--- src/rtl/ir_nec_tx.sv ---
`timescale 1ns/1ps
// -----------------------------------------------------------------------------
// ir_nec_tx -- NEC-protocol infrared transmitter.
//
// Accepts a 32-bit word on a start/ready handshake and sends it LSB-first as an
// NEC frame: 16-unit AGC mark, 8-unit space, 32 pulse-distance bits
// (1-unit mark + 1-unit space for 0, 1-unit mark + 3-unit space for 1), then a
// 1-unit stop mark. done pulses for one cycle when the stop mark completes.
//
// Build option:
//   IR_NEC_TX_CARRIER_EN  defined  : ir_out = envelope AND carrier (bare LED).
//                         undefined: ir_out = envelope (external modulator).
//
// Parameters:
//   UNIT_CYCLES   clock cycles per NEC unit (562.5 us)
//   CARRIER_DIV   clock cycles per carrier period
//   CARRIER_HIGH  carrier high cycles per period, must be < CARRIER_DIV
//
// Ports:
//   clk     in   system clock
//   rst     in   asynchronous active-high reset
//   start   in   frame request, accepted when ready=1
//   data    in   32-bit payload, captured on accept, bit 0 sent first
//   ready   out  high only while idle
//   done    out  one-cycle pulse after the stop mark
//   ir_out  out  LED drive, 1 = LED on (registered)
// -----------------------------------------------------------------------------
module ir_nec_tx #(
    parameter int UNIT_CYCLES  = 56_250,
    parameter int CARRIER_DIV  = 2_631,
    parameter int CARRIER_HIGH = 877
) (
    input  logic        clk,
    input  logic        rst,
    input  logic        start,
    input  logic [31:0] data,
    output logic        ready,
    output logic        done,
    output logic        ir_out
);

    localparam int            UW        = (UNIT_CYCLES > 1) ? $clog2(UNIT_CYCLES) : 1;
    localparam logic [UW-1:0] UNIT_LAST = UW'(UNIT_CYCLES - 1);

    typedef enum logic [2:0] {
        IDLE,
        AGC,
        SPACE,
        BIT_MARK,
        BIT_SPACE,
        STOP
    } state_t;

    state_t        state;
    logic [UW-1:0] unit_cnt;   // cycle within the current unit
    logic [3:0]    unit_num;   // unit within the current state
    logic [4:0]    bit_cnt;    // payload bit being sent
    logic [31:0]   shreg;      // payload, bit 0 is the current bit
    logic          env;        // registered envelope

    logic [3:0]    len_last;   // last unit index of the current state
    logic          unit_end;
    logic          state_end;
    logic          env_next;

    // A carrier period longer than its high phase is required; this empty
    // block only exists to make a bad configuration visible in the hierarchy.
    if (CARRIER_HIGH >= CARRIER_DIV) begin : g_carrier_cfg_invalid
    end

    // Length lookup and the envelope value the next edge will load. env_next
    // is computed here so the carrier logic can register ir_out in step with
    // the envelope instead of gating two flops combinationally.
    always_comb begin
        // NOTE: every signal gets a default first so no path leaves it
        // unassigned, which would otherwise infer a latch.
        len_last = 4'd0;
        env_next = env;
        case (state)
            AGC:       len_last = 4'd15;
            SPACE:     len_last = 4'd7;
            BIT_SPACE: len_last = shreg[0] ? 4'd2 : 4'd0;
            default:   len_last = 4'd0;
        endcase

        unit_end  = (unit_cnt == UNIT_LAST);
        state_end = unit_end && (unit_num == len_last) && (state != IDLE);

        if (state == IDLE) begin
            env_next = start;
        end else if (state_end) begin
            // SPACE and BIT_SPACE are followed by a mark, every mark by a space
            // (or by idle after STOP).
            env_next = (state == SPACE) || (state == BIT_SPACE);
        end
    end

    always_ff @(posedge clk or posedge rst) begin
        // NOTE: sequential state uses non-blocking assignments so every flop
        // samples the pre-edge values regardless of statement order.
        if (rst) begin
            state    <= IDLE;
            ready    <= 1'b1;
            done     <= 1'b0;
            env      <= 1'b0;
            unit_cnt <= '0;
            unit_num <= '0;
            bit_cnt  <= '0;
            // NOTE: the shift register is reset too; it is a handful of flops,
            // not a memory, and a known value keeps len_last clean after reset.
            shreg    <= '0;
        end else begin
            done <= 1'b0;
            env  <= env_next;

            if (state == IDLE) begin
                if (start) begin
                    shreg    <= data;
                    unit_cnt <= '0;
                    unit_num <= '0;
                    bit_cnt  <= '0;
                    ready    <= 1'b0;
                    state    <= AGC;
                end
            end else if (!unit_end) begin
                unit_cnt <= unit_cnt + 1'b1;
            end else begin
                unit_cnt <= '0;
                if (!state_end) begin
                    unit_num <= unit_num + 1'b1;
                end else begin
                    unit_num <= '0;
                    case (state)
                        AGC:       state <= SPACE;
                        SPACE:     state <= BIT_MARK;
                        BIT_MARK:  state <= BIT_SPACE;
                        BIT_SPACE: begin
                            shreg <= shreg >> 1;
                            if (bit_cnt == 5'd31) begin
                                state <= STOP;
                            end else begin
                                bit_cnt <= bit_cnt + 1'b1;
                                state   <= BIT_MARK;
                            end
                        end
                        STOP: begin
                            state <= IDLE;
                            ready <= 1'b1;
                            done  <= 1'b1;
                        end
                        default:   state <= IDLE;
                    endcase
                end
            end
        end
    end

`ifdef IR_NEC_TX_CARRIER_EN
    localparam int            CW       = (CARRIER_DIV > 1) ? $clog2(CARRIER_DIV) : 1;
    localparam logic [CW-1:0] CAR_LAST = CW'(CARRIER_DIV - 1);
    localparam logic [CW-1:0] CAR_HIGH = CW'(CARRIER_HIGH);

    logic [CW-1:0] car_cnt;
    logic [CW-1:0] car_next;

    // The counter sits at 0 through every space, so each mark opens on the
    // high phase of the carrier.
    always_comb begin
        car_next = '0;
        if (env_next && env) begin
            car_next = (car_cnt == CAR_LAST) ? '0 : car_cnt + 1'b1;
        end
    end

    always_ff @(posedge clk or posedge rst) begin
        if (rst) begin
            car_cnt <= '0;
            ir_out  <= 1'b0;
        end else begin
            car_cnt <= car_next;
            ir_out  <= env_next && (car_next < CAR_HIGH);
        end
    end
`else
    assign ir_out = env;
`endif

endmodule

--- config.mk ---
export PLATFORM = sky130hd
export DESIGN_NAME = ir_nec_tx
export DESIGN_NICKNAME = d
export VERILOG_FILES = /design/src/rtl/ir_nec_tx.sv
export SDC_FILE = /design/constraint.sdc
export NUM_CORES = 1
export LEC_CHECK = 0
export ABC_CLOCK_PERIOD_IN_PS = 2700
export CORE_UTILIZATION = 30
export DETAILED_ROUTE_END_ITERATION = 8
export PLACE_DENSITY_LB_ADDON = 0.15
export SYNTH_ARGS = -nofsm -noshare
export SYNTH_HDL_FRONTEND = slang
export SYNTH_SLANG_ARGS = --single-unit
export TNS_END_PERCENT = 100
--- constraint.sdc ---
create_clock -name clk -period 2.7 [get_ports clk]
set_input_delay 0.54 -clock clk [delete_from_list [all_inputs] [get_ports clk]]
set_output_delay 0.54 -clock clk [all_outputs]
set_load 0.005 [all_outputs]
======== After elaboration in Yosys (flattened, before gate mapping) ========
Cells that the tools add are included.
word-level totals
  bits in registers ....................... 63
  latch bits .............................. 0
  bits in writable memories ............... 0
  bits in read-only memories .............. 0
  bits of input ports ..................... 35
  output and inout bits ................... 3
  word-level logic and storage cells ...... 72
  memories ................................ 0
operators by class
  $add $sub $neg .......................... 3
  $mul .................................... 0
  div/mod/pow operators ................... 0
  magnitude comparators ................... 0
  eq/ne operators ......................... 10
  shift operators ......................... 0
  multiplexer cells ....................... 37
  bitwise logic cells ..................... 0
  reductions and logical operators ........ 14
operator list
  operator                 number
  $mux W32                 5
  $mux W16                 3
  $mux W5                  6
  $add A16 B1 Y16 const B  1
  $eq A16 B16 Y1 const B   1
  $mux W4                  4
  $mux W3                  5
  $pmux W3 S4              1
  $pmux W4 S3              1
  $mux W1                  11
  $reduce_and A4 Y1        2
  $reduce_bool A2 Y1       4
  $eq A3 B2 Y1 const B     2
  $eq A3 B3 Y1 const B     2
  $add A5 B1 Y5 const B    1
  $eq A5 B5 Y1 const B     1
  $reduce_and A5 Y1        1
  $add A4 B1 Y4 const B    1
  $eq A4 B4 Y1             1
  $ne A2 B2 Y1 const B     2
  $eq A3 B1 Y1 const B     1
  $logic_not A3 Y1         1
  $reduce_and A3 Y1        1
  $reduce_bool A3 Y1       1
  4 further kinds          5

======== Logic depth before layout (Yosys ltp) ========
  depth after elaboration ................. 8
  mapped depth ............................ 10

======== Least setup slack after synthesis ========
OpenSTA, ideal clock, no wires.
  path type ............................... register -> register
  start ................................... reg state[2]
  end ..................................... reg shreg[0]
  setup time .............................. 0.128 ns
  arrival ................................. 1.927 ns
  data required time ...................... 2.572 ns
  setup slack ............................. 0.646 ns
  cell stages (with the launch flop) ...... 8
  path through ............................ dfrtp_1 buf_2 nor2b_1 nor4b_1 o211ai_2 a21oi_4 buf_4 mux2_1
between the ends
  word-level cells in the longest chain between the ends .. 7
  elaborated cells between the ends (all ways) .. 15
  those cells by class .................... eq/ne (5); mux (2); reduce/logical (8)
RTL lines
  item                                        line     RTL
  start: declaration                          54       state_t state;
  start signal: assignment                    102      state <= IDLE;
  start signal: assignment                    123      state <= AGC;
  start signal: assignment                    134      AGC: state <= SPACE;
  $eq A3 B3 Y1, or another cell as far along  79, 133
  $pmux W4 S3                                 79       case (state)
  $eq A4 B4 Y1                                87       state_end = unit_end && (unit_num == len_last) && (state != IDLE);
  $logic_and A1 B1 Y1 (2 in series)           87
  $reduce_bool A2 Y1 (no source line)         --
  $reduce_and A4 Y1 (no source line)          --
  end signal: assignment                      118      shreg <= data;
  end signal: assignment                      138      shreg <= shreg >> 1;
  end: declaration                            58       logic [31:0] shreg;
Several ways; a longest one is shown, not always the timed one.
A chain may end at the register's enable or synchronous reset.

======== Worst setup path in the final report ========
  start ................................... reg state[0]
  end ..................................... reg bit_cnt[4]
between the ends
  word-level cells in the longest chain between the ends .. 7
  elaborated cells between the ends (all ways) .. 16
  those cells by class .................... eq/ne (6); mux (2); reduce/logical (8)
RTL lines
  item                                        line     RTL
  $eq A3 B3 Y1, or another cell as far along  79, 133
  $pmux W4 S3                                 79
  $eq A4 B4 Y1                                87
  $logic_and A1 B1 Y1 (2 in series)           87
  $reduce_bool A2 Y1 (no source line)         --
  $reduce_and A5 Y1 (no source line)          --
  end signal: assignment                      142      bit_cnt <= bit_cnt + 1'b1;
  end: declaration                            57       logic [4:0] bit_cnt;
Several ways; a longest one is shown, not always the timed one.

==> reports/results.ini <==
[yosys]
synthCells=370
synth_top_family_by_area=simple AND/OR/NAND/NOR gates
synth_top_area_share_pct=46.2
yosys_register_bits=63
synthesis.nets=410
ys_async_sr_fraction_pct=100
ys_types=47
yosysTopAreaCell=dfrtp_1
yosysWarnings=0
yosysSeqAreaShare_pct=47.0
synth_fa_ha_area_share_pct=1.86
synthTopCellsByArea=dfrtp_1 (46%), nand2_1 (12%), mux2_1 (10%), o21ai_0 (3.4%), nand3_1 (2.4%)
synth_compound_area_share_pct=11.9
synth_edf_count=0
synth.cell_area_mm2=0.00336
synthMuxAreaShare_pct=10.4
yosys.area_share.simple_pct=24.1
synth_area_per_cell_um2=9.08
synth_xor_area_share_pct=0.782
dominantRegCellSynth=dfrtp_1

[pwr]
ir_drop_uv=318
power_mw=3.12
power.density_mw_per_mm2=756
leakage_nw=1.85

[status]
status=completed

[clocking]
clockBufferDepth=2
cts_htree_levels=3
cts_setup_buffers=0
clk_latency_ns=0.34
cts-root-buf=clkbuf_8
postCtsHoldBufs=0
cts_tree=yes
cts_sinks=63
ctsResizeCount=0
cts_inserted_buffers=9
path_clk_slew_ns=0.07

[floorplan]
coreArea_mm2=0.0109
num_io_pins=38
die_w_um=108
die_h_um=108
rows=38
die_area_mm2=0.0116
start_util_pct=30.8

[cells_and_area]
drive_above_1_share_pct=7.06
area_growth_pct=22.7
final_common_cell=nand2_1
diodes=0
final_cell_mix=nand2_1 (108), dfrtp_1 (62), clkdlybuf4s50_1 (37), mux2_1 (31), o21ai_0 (23)
nets=446

[placed_design]
post-dp-hpwl_mm=4.91
gp_congestion=0.790
port_buffers=37

[sta]
tightest_slew_ns=0.497
fin_tns_setup_ns=0
setup_violations=0
fmax_mhz=414
post-route-min-period_ns=2.42
finalCritPeriodShare_pct=89.6
finalHoldViolations=0
finalClockSkew_ns=0.0102
slew_viol_final=0
rsz0062_at_grt=false
timing.slew.headroom_pct=66.8

[global_routing]
antenna_found_initial=0
grt_pass1_vias=2629
grt_max_degree=35
grtUsageTotal_pct=13.8
grt_pass1_wl_mm=12.5
gr-total-overflow=0

[worst_setup_path]
r2r-end=bit_cnt[4]
cp.arrival_ns=2.65
crit_required_ns=2.93
worst_setup_path_end_kind=register
crit_chain=nor2b_1 -> nor4b_1 -> o211ai_2 -> buf_4 -> or3_1 -> a31o_1
critPathLaunchType=register
rrSetupSlack_ns=0.28
cp_slowest_cell=dfrtp_1
rr_worst_depth=6
worstSetupPathType=register to register
crit_fanout=21
r2r_start=state[0]
cpPeakStageDelay_ns=0.60

[worst_hold_path]
min_path_type=input pin to asynchronous set/reset pin

[routing]
drt_wl_total_mm=7.31
vias=2643
drt_iter0_markers=73
drc=0
dr.pass1.iters=4
drtAntennaViolNets=0
avgRoutedWirePerCell_um=13.3
vias_per_cell=4.80

[job]
maxCapViolCount=0

-- where the power goes --
| part | internal (mW) | leakage (nW) | total (mW) | switching [mW] |
|---|---|---|---|---|
| Sequential | 1.26 | 0.808 | 1.47 | 0.212 |
| Combinational | 0.382 | 0.942 | 0.735 | 0.353 |
| Clock | 0.547 | 0.104 | 0.908 | 0.362 |
-- synthesized netlist by cell type (5+ instances only) --
cell and number:
clkbuf_1 12, and3_1 9, inv_1 9, mux2_1 31
ha_1 5, o31ai_1 5, buf_2 5, nand2b_1 5
dfrtp_1 62, o21ai_1 7, nor3_1 7, nor2_1 10
o21ai_0 23, nand3_1 16, nand2_1 108
-- layout make-up --
| cell class | instances | area (um2) |
|---|---|---|
| Clock buffer | 13 | 149 |
| Multi-Input combinational cell | 277 | 1650 |
| Clock inverter | 3 | 67.6 |
| Timing Repair Buffer | 46 | 463 |
| Fill cell | 1140 | 6770 |
| Sequential cell | 63 | 1580 |
| Tap cell | 140 | 175 |
| Inverter | 9 | 33.8 |
-- layer usage --
metal	vias up	track usage [%]	routed length [um]
met5	-	0	0
met4	0	6.16	111
met3	9	2.78	168
met2	31	22.9	3370
met1	1255	17.3	3660
li1	1348	-	-
-- state kept, by name (all words and copies together), names as in the netlist --
signal / flops
unit_cnt: 16
state: 3
bit_cnt: 5
ir_out: 1
ready: 1
unit_num: 4
done: 1
shreg: 32
-- critical path: cells and delay by family (launching register included) --
family | cells | cell delay [ns]
flip-flops | 1 | 0.60
buffers and inverters | 1 | 0.23
AO/OA/AOI/OAI | 2 | 0.40
AND/OR/NAND/NOR | 3 | 1.07
-- how the worst max path moves through the flow --
stage	start	endpoint	slack [ns]
finish	state[0]	bit_cnt[4]	0.28
global placement	state[0]	bit_cnt[4]	0.38
CTS	state[0]	bit_cnt[4]	0.30
detailed placement	state[0]	bit_cnt[4]	0.33
global route	state[0]	bit_cnt[4]	0.13
floorplan	rst	bit_cnt[0]	0.59
-- per-stage QoR --
step           std cells  hold slack, ns  setup slack [ns]  cell area (um2)  utilization [%]
4_1_cts              551           0.485             0.305             4120             37.8
6_report             551           0.488             0.282             4120             37.8
3_3_place_gp         535           0.466             0.378             3900             35.8
5_1_grt              551           0.506             0.134             4120             37.8
3_5_place_dp         535           0.475             0.328             3900             35.8
2_1_floorplan        370           0.450             0.592             3360                -
-- kinds of logic (layout without fill, tap and decap cells) --
logic type / after synthesis / count (layout)
compound gates: 61 / 61
flops: 63 / 63
mux: 31 / 31
buf+inv: 30 / 71
fa+ha+maj: 5 / 5
xor+xnor: 3 / 3
simple gates: 177 / 177
Note: power is estimated with default switching activity, not from simulation.
